### config.mk
export PLATFORM = sky130hd
export DESIGN_NAME = sprite_blitter
export DESIGN_NICKNAME = d
export VERILOG_FILES = /design/src/rtl/sprite_pkg.sv /design/src/rtl/sprite_blitter.sv
export SDC_FILE = /design/constraint.sdc
export NUM_CORES = 1
export LEC_CHECK = 0
export CELL_PAD_IN_SITES_DETAIL_PLACEMENT = 1
export CELL_PAD_IN_SITES_GLOBAL_PLACEMENT = 1
export CORE_ASPECT_RATIO = 0.5
export CORE_MARGIN = 2
export CORE_UTILIZATION = 45
export CTS_CLUSTER_SIZE = 10
export DETAILED_ROUTE_END_ITERATION = 6
export HOLD_SLACK_MARGIN = 0.08
export PLACE_DENSITY = 0.94
export SKIP_LAST_GASP = 1
export SLEW_MARGIN = 25
export SYNTH_ARGS = -nofsm -noshare
export SYNTH_HDL_FRONTEND = slang
export SYNTH_SLANG_ARGS = --single-unit
### constraint.sdc
create_clock -name clk -period 9.3 [get_ports clk]
set_input_delay 1.86 -clock clk [delete_from_list [all_inputs] [get_ports clk]]
set_output_delay 1.86 -clock clk [all_outputs]
set_load 0.01 [all_outputs]
### src/rtl/sprite_pkg.sv
// Shared types and constants for the sprite blitter: FSM states, palette index type and
// default screen geometry.
package sprite_pkg;

  typedef enum logic [1:0] {
    StIdle,
    StFetch,
    StDrain,
    StFinish
  } state_e;

  typedef logic [2:0] pix_t;

  localparam pix_t PixTransparent = 3'd0;

  localparam int unsigned ScrWDefault = 640;
  localparam int unsigned ScrHDefault = 480;

endpackage

### src/rtl/sprite_blitter.sv
// Copies a SPR_W x SPR_H sprite from ROM into the framebuffer, skipping transparent and
// off-screen pixels. Defining BLIT_FLIP_EN adds the flip port for horizontal mirroring.
module sprite_blitter
  import sprite_pkg::*;
#(
  parameter int unsigned SPR_W = 32,
  parameter int unsigned SPR_H = 53,
  parameter int unsigned SCR_W = ScrWDefault,
  parameter int unsigned SCR_H = ScrHDefault
) (
  input  logic        clk,
  input  logic        rst,
  input  logic        start,
  input  logic [9:0]  pos_x,
  input  logic [9:0]  pos_y,
`ifdef BLIT_FLIP_EN
  input  logic        flip,
`endif
  output logic        busy,
  output logic        done,
  output logic [18:0] rom_addr,
  input  pix_t        rom_data,
  output logic        fb_we,
  output logic [18:0] fb_addr,
  output pix_t        fb_data,
  input  logic        fb_ready
);

  localparam int unsigned CW = (SPR_W > 1) ? $clog2(SPR_W) : 1;
  localparam int unsigned RW = (SPR_H > 1) ? $clog2(SPR_H) : 1;

  state_e          state;
  logic [CW-1:0]   col, col_nxt;
  logic [RW-1:0]   row, row_nxt;
  logic [9:0]      x0, y0;
  logic            flip_q, flip_in;
  logic [10:0]     x_sum, y_sum;
  logic            last_pix, stall, pix_vis;

`ifdef BLIT_FLIP_EN
  assign flip_in = flip;
`else
  assign flip_in = 1'b0;
`endif

  function automatic logic [18:0] rom_index(input logic [RW-1:0] r, input logic [CW-1:0] c,
                                            input logic f);
    logic [CW-1:0] cc;
    cc = f ? (CW'(SPR_W - 1) - c) : c;
    return 19'(r) * 19'(SPR_W) + 19'(cc);
  endfunction

  // 11-bit sums keep off-screen coordinates from wrapping back on screen.
  assign x_sum    = {1'b0, x0} + 11'(col);
  assign y_sum    = {1'b0, y0} + 11'(row);
  assign last_pix = (col == CW'(SPR_W - 1)) && (row == RW'(SPR_H - 1));
  assign stall    = fb_we && !fb_ready;
  assign pix_vis  = (rom_data != PixTransparent) && (x_sum < 11'(SCR_W)) &&
                    (y_sum < 11'(SCR_H));

  always_comb begin
    col_nxt = col + CW'(1);
    row_nxt = row;
    if (col == CW'(SPR_W - 1)) begin
      col_nxt = '0;
      row_nxt = row + RW'(1);
    end
  end

  always_ff @(posedge clk or posedge rst) begin
    if (rst) begin
      state    <= StIdle;
      busy     <= 1'b0;
      done     <= 1'b0;
      fb_we    <= 1'b0;
      rom_addr <= '0;
      fb_addr  <= '0;
      fb_data  <= PixTransparent;
      col      <= '0;
      row      <= '0;
      x0       <= '0;
      y0       <= '0;
      flip_q   <= 1'b0;
    end else begin
      case (state)
        StIdle: begin
          done  <= 1'b0;
          fb_we <= 1'b0;
          if (start) begin
            x0       <= pos_x;
            y0       <= pos_y;
            flip_q   <= flip_in;
            col      <= '0;
            row      <= '0;
            rom_addr <= rom_index('0, '0, flip_in);
            busy     <= 1'b1;
            state    <= StFetch;
          end
        end
        StFetch: begin
          if (!stall) begin
            fb_we <= pix_vis;
            if (pix_vis) begin
              fb_addr <= 19'(y_sum) * 19'(SCR_W) + 19'(x_sum);
              fb_data <= rom_data;
            end
            if (last_pix) begin
              state <= StDrain;
            end else begin
              col      <= col_nxt;
              row      <= row_nxt;
              rom_addr <= rom_index(row_nxt, col_nxt, flip_q);
            end
          end
        end
        StDrain: begin
          if (!stall) begin
            fb_we <= 1'b0;
            done  <= 1'b1;
            state <= StFinish;
          end
        end
        StFinish: begin
          done  <= 1'b0;
          busy  <= 1'b0;
          state <= StIdle;
        end
        default: state <= StIdle;
      endcase
    end
  end

endmodule

==> metrics list, run 1 <==
* Static Leakage: 2.30 nW
- Once layout is done, the placed cells without fillers occupy approximately 5100 um2.
- The count of final max-slew check failures came to 0.
- Top library cells by usage in the layout, fill and taps aside: clkdlybuf4s50_1, dfrtp_1, mux2_2, ha_1, nand2_1
* Most instantiated flip-flop cell in the synthesis netlist: dfrtp_1
- The most critical setup path has its endpoint at fb_addr[18]$_DFFE_PP0P_.
- Routability congestion estimate from global placement: 0.820
- The tree is rooted in a clkbuf_16.
- The netlist uses 64 different library cells.
- Share of layout cells above drive strength 1: 0.134
* Placeable Area: roughly 9000 um2
* CTS max path bufs: 2
- At the pin with the least slew margin, the transition time is between 1 and 1.5 ns.
* Maximum resistive drop on vdd: 0.155 mV
* Sum of routed wire length over all layers: 13.2 mm
* Remaining DRCs: 0
- Summed over all nets, the half-perimeter wirelength after detailed placement is approximately 8.9 mm.
* Number of antenna repair diodes: 0
* Endpoint arrival time on the critical path: 4.99 ns
- Total power density per cell area: 436 nW/um2
- Across all layers, the routed design uses about 3.6k vias.
- Clock skew on the completed layout was measured at about 0.011 ns.
- # setup viols final: 0
- After clock tree synthesis, the clock-pin slew on the worst setup and hold paths is 0.06 ns.
- Global Route Usage Sum: 0.267
- Worst R2R Start: row[0]$_DFFE_PP0P_
- For the worst setup path, the data required time is 9.56 ns.
- Width of the die: 141 um
- Type of the worst setup path: flop to flop
* TritonCTS clock tree: done
- The number of hold violations in the final report is 0.
* Number of instances in the synthesized netlist: 416
- Area growth from synthesis to layout: 22.3%
- In this run the core area contains 24 standard-cell rows.
- The number of cells on the worst reg-to-reg path is 17.
* Deepest level of the CTS H-tree: 3
- Counting flops with a built-in enable in the synthesized netlist gives 0.
* Destination of the worst register-to-register timing path: fb_addr[18]$_DFFE_PP0P_
- Along the worst path, the maximum fanout reaches 9.
- In the finished design, the share of the clock period the worst path needs comes to 0.509.
- For this run, asynchronously set or reset flops after synthesis account for 1.00.
- The synthesized design contains just under 60 register bits.
* Yosys warning count: 0
* Vias in the first global route: 3,847
- Tightest hold margin: ~0.51 ns
- The clock reaches the later pin of the worst-skew pair after 0.34 ns.
- Entering global routing, the biggest net connects 59 pins.
* Post-synth design cell area: about 4200 um2
- Number of DRC markers in iteration 0: 302
- Buffers added to address setup during post-CTS repair amount to 0.
- A synthesized cell averages ~10 um2.
- Initial core utilization: 0.473
* First drt pass iteration count: 4
* Max Cap Viol: 0
* Sum of overflow across all layers after global routing: 0
- CTS sink cnt: 58
* Hold-fix buffer count after cts: 0
* Status: completed
- Remaining number of nets flagged by the antenna check after routing: 0
* Setup TNS after final layout: 0 ns
- In this run, post-CTS repair resized a total of 0 instances.
* Path category of the worst min-delay check: flop to flop
* Post-route minimum period: around 4.7 ns
- Seq/Total Area, Yosys: 0.345
- The first global-routing pass estimated 20.8 mm of wire.
- For flop-to-flop paths, the worst setup slack is about 4.6 ns.
- For this design the top-level I/O count stands at 71.
- Number of clock buffers inserted by TritonCTS: 9
* Kind of start point of the critical path: flop
* First element of the critical path: row[0]$_DFFE_PP0P_
- Cells on Worst Hold Path: 1
- Final net count: 545
- Antenna violations before repair: 0
- Quantity of I/O buffers inserted on ports: 62
- FMAX: ~210 MHz
- Setup repair after global routing left no endpoint under its margin.
- Measured against its own limit, the worst slew margin works out to 0.329.
* Placed standard-cell area: 4880 um2
- Leaving out fill and tap cells, the most frequent cell in the layout is clkdlybuf4s50_1.
- Drt wl/cell: about 22 um
* Die ar.: 10,200 um2
- STA classifies the critical path endpoint as a flop.
- Measured along the y axis, the die boundary spans 72.3 um.
* Via/cell ratio: about 6
## kinds of logic (layout without fill, tap and decap cells)
kind of cell               after synthesis  in the layout  share of synthesized area
buffers and inverters                   43             99                     0.0494
other                                    1              8                   0.000893
muxes                                   43             43                      0.114
DFF                                     58             58                      0.345
adders and majority gates               42             42                      0.132
xor gates and xnor gates                32             32                     0.0667
and+or+nand+nor                        111            111                      0.147
AOI/OAI and AO/OA                       86             86                      0.145
## worst max-delay path, cell delays in order, from the launching register on
cell	delay, ns
dfrtp_1	0.43
ha_1	0.25
inv_1	0.08
fa_1	0.40
nand2b_1	0.19
a21oi_1	0.36
o21a_1	0.20
nor2_1	0.08
nand3b_1	0.20
xnor2_1	0.21
ha_1	0.27
ha_1	0.44
inv_1	0.12
or3_1	0.34
o211ai_2	0.23
nand3_2	0.15
or4_1	0.53
a31oi_1	0.17
## stage by stage
step / power [W] / utilization / setup slack [ns] / cells
2_1_floorplan: 0.00145 / - / 5.17 / 423
4_1_cts: 0.00222 / 0.578 / 4.60 / 596
5_1_grt: 0.00238 / 0.578 / 4.38 / 596
3_5_place_dp: 0.00186 / 0.549 / 4.51 / 582
6_report: 0.00224 / 0.578 / 4.57 / 596
3_3_place_gp: 0.00175 / 0.549 / 4.71 / 582
## how the worst min path moves through the flow
stage | from | endpoint | slack, ns
after floorplan | x0[0]$_DFFE_PP0P_ | x0[0]$_DFFE_PP0P_ | 0.48
after global placement | x0[0]$_DFFE_PP0P_ | x0[0]$_DFFE_PP0P_ | 0.49
after detailed placement | fb_addr[10]$_DFFE_PP0P_ | fb_addr[10]$_DFFE_PP0P_ | 0.50
after CTS | fb_addr[4]$_DFFE_PP0P_ | fb_addr[4]$_DFFE_PP0P_ | 0.51
after global routing | fb_addr[6]$_DFFE_PP0P_ | fb_addr[6]$_DFFE_PP0P_ | 0.52
final | fb_addr[3]$_DFFE_PP0P_ | fb_addr[3]$_DFFE_PP0P_ | 0.51
## sequential cells by signal (all words and copies together), names as in the netlist
| register | flops |
|---|---|
| fb_addr | 19 |
| x0 | 10 |
| y0 | 10 |
| row | 5 |
| col | 4 |
| fb_data | 3 |
| rom_addr | 2 |
| state | 2 |
| busy | 1 |
| done | 1 |
| fb_we | 1 |
## synth_stat cells, drive strengths merged (3+ instances only)
cell / count / area, um2
or3: 3 / 18.8
mux2i: 5 / 50.1
fa: 4 / 80.1
nand3b: 4 / 30.0
and3: 4 / 25.0
xor2: 10 / 87.6
nand4: 7 / 43.8
nor3: 4 / 20.0
a211oi: 5 / 42.5
ha: 38 / 475
a21o: 8 / 60.1
nand2: 25 / 93.8
o21ai: 21 / 105
dfrtp: 58 / 1450
a31oi: 3 / 18.8
o211ai: 3 / 27.5
o21a: 3 / 22.5
nand2b: 6 / 37.5
o21bai: 3 / 22.5
clkbuf: 5 / 20.0
a21oi: 14 / 70.1
nand3: 13 / 70.1
xnor2: 22 / 193
mux2: 38 / 428
inv: 22 / 82.6
nor2b: 4 / 25.0
buf: 16 / 105
o311ai: 3 / 26.3
nor2: 24 / 90.1
## power breakdown
group | leakage (nW) | switching [W] | total (W) | internal (W)
Sequential | 0.712 | 0.000113 | 0.000478 | 0.000365
Combinational | 1.46 | 0.000806 | 0.00146 | 0.000652
Clock | 0.127 | 0.000119 | 0.000302 | 0.000183
## layout make-up
type	count	area (um2)
fillers	968	3750
multi-input cells	322	2570
flip-flops and latches	58	1450
repair buffers	63	628
clock buffers	11	243
well taps	117	146
inverters	22	82.6
clock inverters	3	17.5
## metal layers
layer / GRT usage / part of all wire / vias up
met2: 0.467 / 0.49 / 128
met4: 0.121 / 0.036 / 0
li1: - / - / 1607
met1: 0.318 / 0.43 / 1787
met5: 0 / 0 / -
met3: 0.0653 / 0.047 / 44
(Power assumes the default switching activity.)
==> inputs of run 2 (changes only) <==
--- a/config.mk
+++ b/config.mk
@@ -9,11 +9,11 @@
 export CELL_PAD_IN_SITES_GLOBAL_PLACEMENT = 1
 export CORE_ASPECT_RATIO = 0.5
 export CORE_MARGIN = 2
-export CORE_UTILIZATION = 45
+export CORE_UTILIZATION = 42
 export CTS_CLUSTER_SIZE = 10
 export DETAILED_ROUTE_END_ITERATION = 6
 export HOLD_SLACK_MARGIN = 0.08
-export PLACE_DENSITY = 0.94
+export PLACE_DENSITY = 0.89
 export SKIP_LAST_GASP = 1
 export SLEW_MARGIN = 25
 export SYNTH_ARGS = -nofsm -noshare
==> constraint.sdc (replaced) <==
create_clock -name clk -period 4.6 [get_ports clk]
set_input_delay 0.92 -clock clk [delete_from_list [all_inputs] [get_ports clk]]
set_output_delay 0.92 -clock clk [all_outputs]
set_load 0.01 [all_outputs]
==> run 2 against run 1 <==
Worst setup slack got worse by 4.4 ns. Count of clock-buffer cells in the layout did not move. Critical path depth fell by 1. Critical endpoint unchanged. Sequential cell count did not move. Cell count rose by 3.7%. Fmax rose by 6.1%. Sequential power rose by 100%. Worst hold slack got worse by 0.023 ns. Via count fell by 0.50%.
==> metrics list, run 2 (synthesis results as in run 1) <==
* Stages on the worst setup path: 16 (-1)
- Cell internal pwr: 0.00266 W (+120%)
- The aggregate global-route resource usage is 0.250 (-0.0169).
- STA classifies the critical path startpoint as a flop.
* Maximum resistive drop on vdd: 0.342 mV (+120%)
- Cell-by-cell trace of the critical path: ha_1, inv_1, fa_1, nand2b_1, a21oi_2, o21a_1, nor2_1, nand3b_1, xnor2_2, ha_1, ha_4, or4b_1, o211ai_4, nand3_2, or4_1, a31oi_1
- The global-route wire length before repair was 21.0 mm (+1.2%).
* Final net count: 548 (+0.55%)
- In the layout the commonest cells are clkdlybuf4s50_1, dfrtp_1, mux2_2.
- The count of pins on the block boundary came to 71 (unchanged).
* Registers with the most flip-flops: fb_addr (19), x0 (10), y0 (10)
* Die Y: 74.7 um (+3.3%)
* Number of DRC markers in iteration 0: 201 (-33%)
* First drt pass iteration count: 4 (unchanged)
- Root buffer selected by CTS: clkbuf_16
* Type of the worst setup path: flop to flop
- The clock period minus worst slack was 4.46 ns (-0.274 ns).
- Source-to-sink clock delay at the later pin of the worst-skew pair: 0.33 ns (about the same)
- Number of buffers and inverters on the critical path: 1 (-1)
- Minimum setup slack among reg-to-reg paths: 0.14 ns (-4.43 ns)
- Leaving out fill and tap cells, the most frequent cell in the layout is clkdlybuf4s50_1.
- Remaining number of nets flagged by the antenna check after routing: 0 (unchanged)
- Post-Place Worst Slack: 0.0333 ns (-4.47 ns)
* Setup clock skew after layout: 0.00682 ns (-0.00398 ns)
- In this run the critical register-to-register path is launched from row[0]$_DFFE_PP0P_.
* Endpoint arrival time on the critical path: 4.71 ns (-0.28 ns)
- The last weighted congestion value of the routability-driven placer is 0.815 (-0.52%).
- Largest net degree at the start of global routing: 40 (-32%)
- CTS max path bufs: 2 (unchanged)
- The leftover overflow at the end of global routing was 0 (unchanged).
- The final wirelength came to 13.1 mm (-0.65%).
- TritonCTS built the clock tree.
- Deepest level of the CTS H-tree: 3 (unchanged)
- The share of cells above drive strength 1 came to 0.155 (+0.0217).
- Largest register by flop count: fb_addr
* Setup TNS after final layout: 0 ns (unchanged)
- Quantity of I/O buffers inserted on ports: 62 (unchanged)
- Max Cap Viol: 0 (unchanged)
- Area growth from synthesis to layout: 26.6%
* Worst-case reg-to-reg path depth: 16 (-1)
- The remaining max-slew budget at the tightest pin is 0.350 (+0.0209).
- Number of instances in the placed design: 602 (+3.4%)
* CTS sink cnt: 58 (unchanged)
- Antenna violations before repair: 0 (unchanged)
* Drt wl/cell: 21.1 um (-4.2%)
- The top achievable clock speed was 224 MHz (+6.1%).
- The final critical-path share of the clock period was 0.969 (+0.460).
- The horizontal die dimension is 145 um (+3.4%).
- The endpoint required time on the critical path was 4.86 ns (-4.70 ns).
- The longest individual stage delay on the worst path is 0.58 ns (+0.05 ns).
* Final number of hold-violating endpoints: 0 (unchanged)
- The core occupancy in the finished layout is 0.556 (-0.0224).
* Critical Path Slowest Stage Cell: or4b_1
- Placeable Area: 9570 um2 (+7.7%)
* Destination of the worst register-to-register timing path: fb_addr[18]$_DFFE_PP0P_
- The net switching power of the design came to 0.00212 W (+100%).
- The number of buffers added by the clock tree synthesis step was 9 (unchanged).
- Grouping stages by cell kind, the critical path spends the most delay in simple AND/OR/NAND/NOR gates.
- Routed vias: 3,548 (-0.50%)
- In this run the worst setup path terminates at fb_addr[18]$_DFFE_PP0P_.
- The effective utilization at floorplan was 0.439 (-0.0337).
- The final-layout worst hold slack was 0.489 ns (-0.0227 ns).
- The run finished with clean final reports.
* Std cell rows: 25 (+4.2%)
* # setup viols final: 0 (unchanged)
- Remaining DRCs: 0 (unchanged)
- The leakage power of the design was 2.37 nW (+3.0%).
- Path category of the worst min-delay check: flop to flop
* Slew Viols, Final: 0 (unchanged)
- The number of diodes was 0 (unchanged).
* Final Worst Setup Slack: 0.140 ns (-4.43 ns)
- The combinational share of power is 0.630 (-0.021).
- The number of global-route vias before repair is 3,923 (+2.0%).
- Critical path peak fanout: 9 (unchanged)
- The switching portion of total power is 0.443 (-0.0207).
- Via/cell ratio: 5.74 (-4.0%)
- Largest register FFs: 19 (unchanged)
- Cell mode on critical path: ha_1
- The power density of the placed cells is 898 nW/um2 (+110%).
- The clock network power share is 0.169 (+0.034).
* Finished Layout Cells: 618 (+3.7%)
* Sequential cell fraction of total power: 0.202 (-0.012)
- The clock input transition at the sequential cells of the worst setup and hold paths came to 0.06 ns (about the same).
- First element of the critical path: row[0]$_DFFE_PP0P_
- Tightest Pin Transition: 0.962 ns (-0.0411 ns)
- The worst setup path is captured at a flop.
- The number of filler instances in the final layout came to 1,049 (+8.4%).
- DP HPWL: 8.56 mm (-3.8%)
- Die ar.: 10,900 um2 (+6.8%)
-- run 2: cell count changes in the layout (fill, tap and decap cells not counted), moves of 2 or more --
| cell | delta |
|---|---|
| clkinv_2 | -2 |
| buf_4 | +3 |
| xnor2_1 | -2 |
| bufinv_16 | +3 |
| xnor2_2 | +2 |
-- run 2: area by class of cell --
cell class	instances	area, um2	share of cell area
Inverter	22	82.6	0.0155
Multi-Input combinational cell	322	2610	0.491
Timing Repair Buffer	66	651	0.122
Clock buffer	11	253	0.0475
Sequential cell	58	1450	0.273
Clock inverter	4	98.8	0.0186
Tap cell	135	169	0.0318
-- run 2: worst register-to-register path, stage by stage, from the launching register on --
cell and delay (ns):
dfrtp_2 0.40, ha_1 0.21, inv_1 0.07, fa_1 0.41
nand2b_1 0.22, a21oi_2 0.24, o21a_1 0.15, nor2_1 0.08
nand3b_1 0.23, xnor2_2 0.18, ha_1 0.35, ha_4 0.29
or4b_1 0.58, o211ai_4 0.14, nand3_2 0.13, or4_1 0.51
a31oi_1 0.17
-- run 2: metal layers --
metal / part of all wire / global-route usage / wire length (um) / up-vias
met5: 0 / 0 / 0 / -
met4: 0.025 / 0.0948 / 333 / 0
met3: 0.045 / 0.0521 / 589 / 28
met2: 0.52 / 0.476 / 6750 / 100
met1: 0.41 / 0.288 / 5390 / 1796
li1: - / - / - / 1624
-- run 2: worst min-delay path by stage --
stage,start,to,slack (ns),cells after the start
global route,fb_addr[14]$_DFFE_PP0P_,fb_addr[14]$_DFFE_PP0P_,0.52,1
floorplan,x0[0]$_DFFE_PP0P_,x0[0]$_DFFE_PP0P_,0.48,1
detailed placement,fb_addr[17]$_DFFE_PP0P_,fb_addr[17]$_DFFE_PP0P_,0.48,1
finish,fb_addr[17]$_DFFE_PP0P_,fb_addr[17]$_DFFE_PP0P_,0.49,1
global placement,fb_addr[12]$_DFFE_PP0P_,fb_addr[12]$_DFFE_PP0P_,0.49,1
CTS,fb_addr[17]$_DFFE_PP0P_,fb_addr[17]$_DFFE_PP0P_,0.50,1
-- run 2: stage by stage --
stage	power [W]	cell area [um2]
after floorplan	0.00292	4230
after global placement	0.00355	4910
after detailed placement	0.00372	4910
after CTS	0.00468	5270
after global routing	0.00512	5320
final	0.00478	5320
-- run 2: what timing repair did --
| item | CTS | global route |
|---|---|---|
| setup buffers | 0 | 1 |
| endpoints found under the setup margin | 1 | 3 |
| gates resized for setup | 1 | 8 |
| pin swaps | 0 | 1 |
| hold buffers | 0 | 0 |
-- run 2: power groups by stage --
| stage | Clock (W) | Sequential, W | Combinational (W) |
|---|---|---|---|
| floorplan | 0 | 0.000919 | 0.00201 |
| global placement | 0 | 0.000937 | 0.00261 |
| detailed placement | 0 | 0.000952 | 0.00277 |
| CTS | 0.000811 | 0.000959 | 0.00291 |
| global route | 0.000828 | 0.000994 | 0.00330 |
| finish | 0.000805 | 0.000964 | 0.00301 |
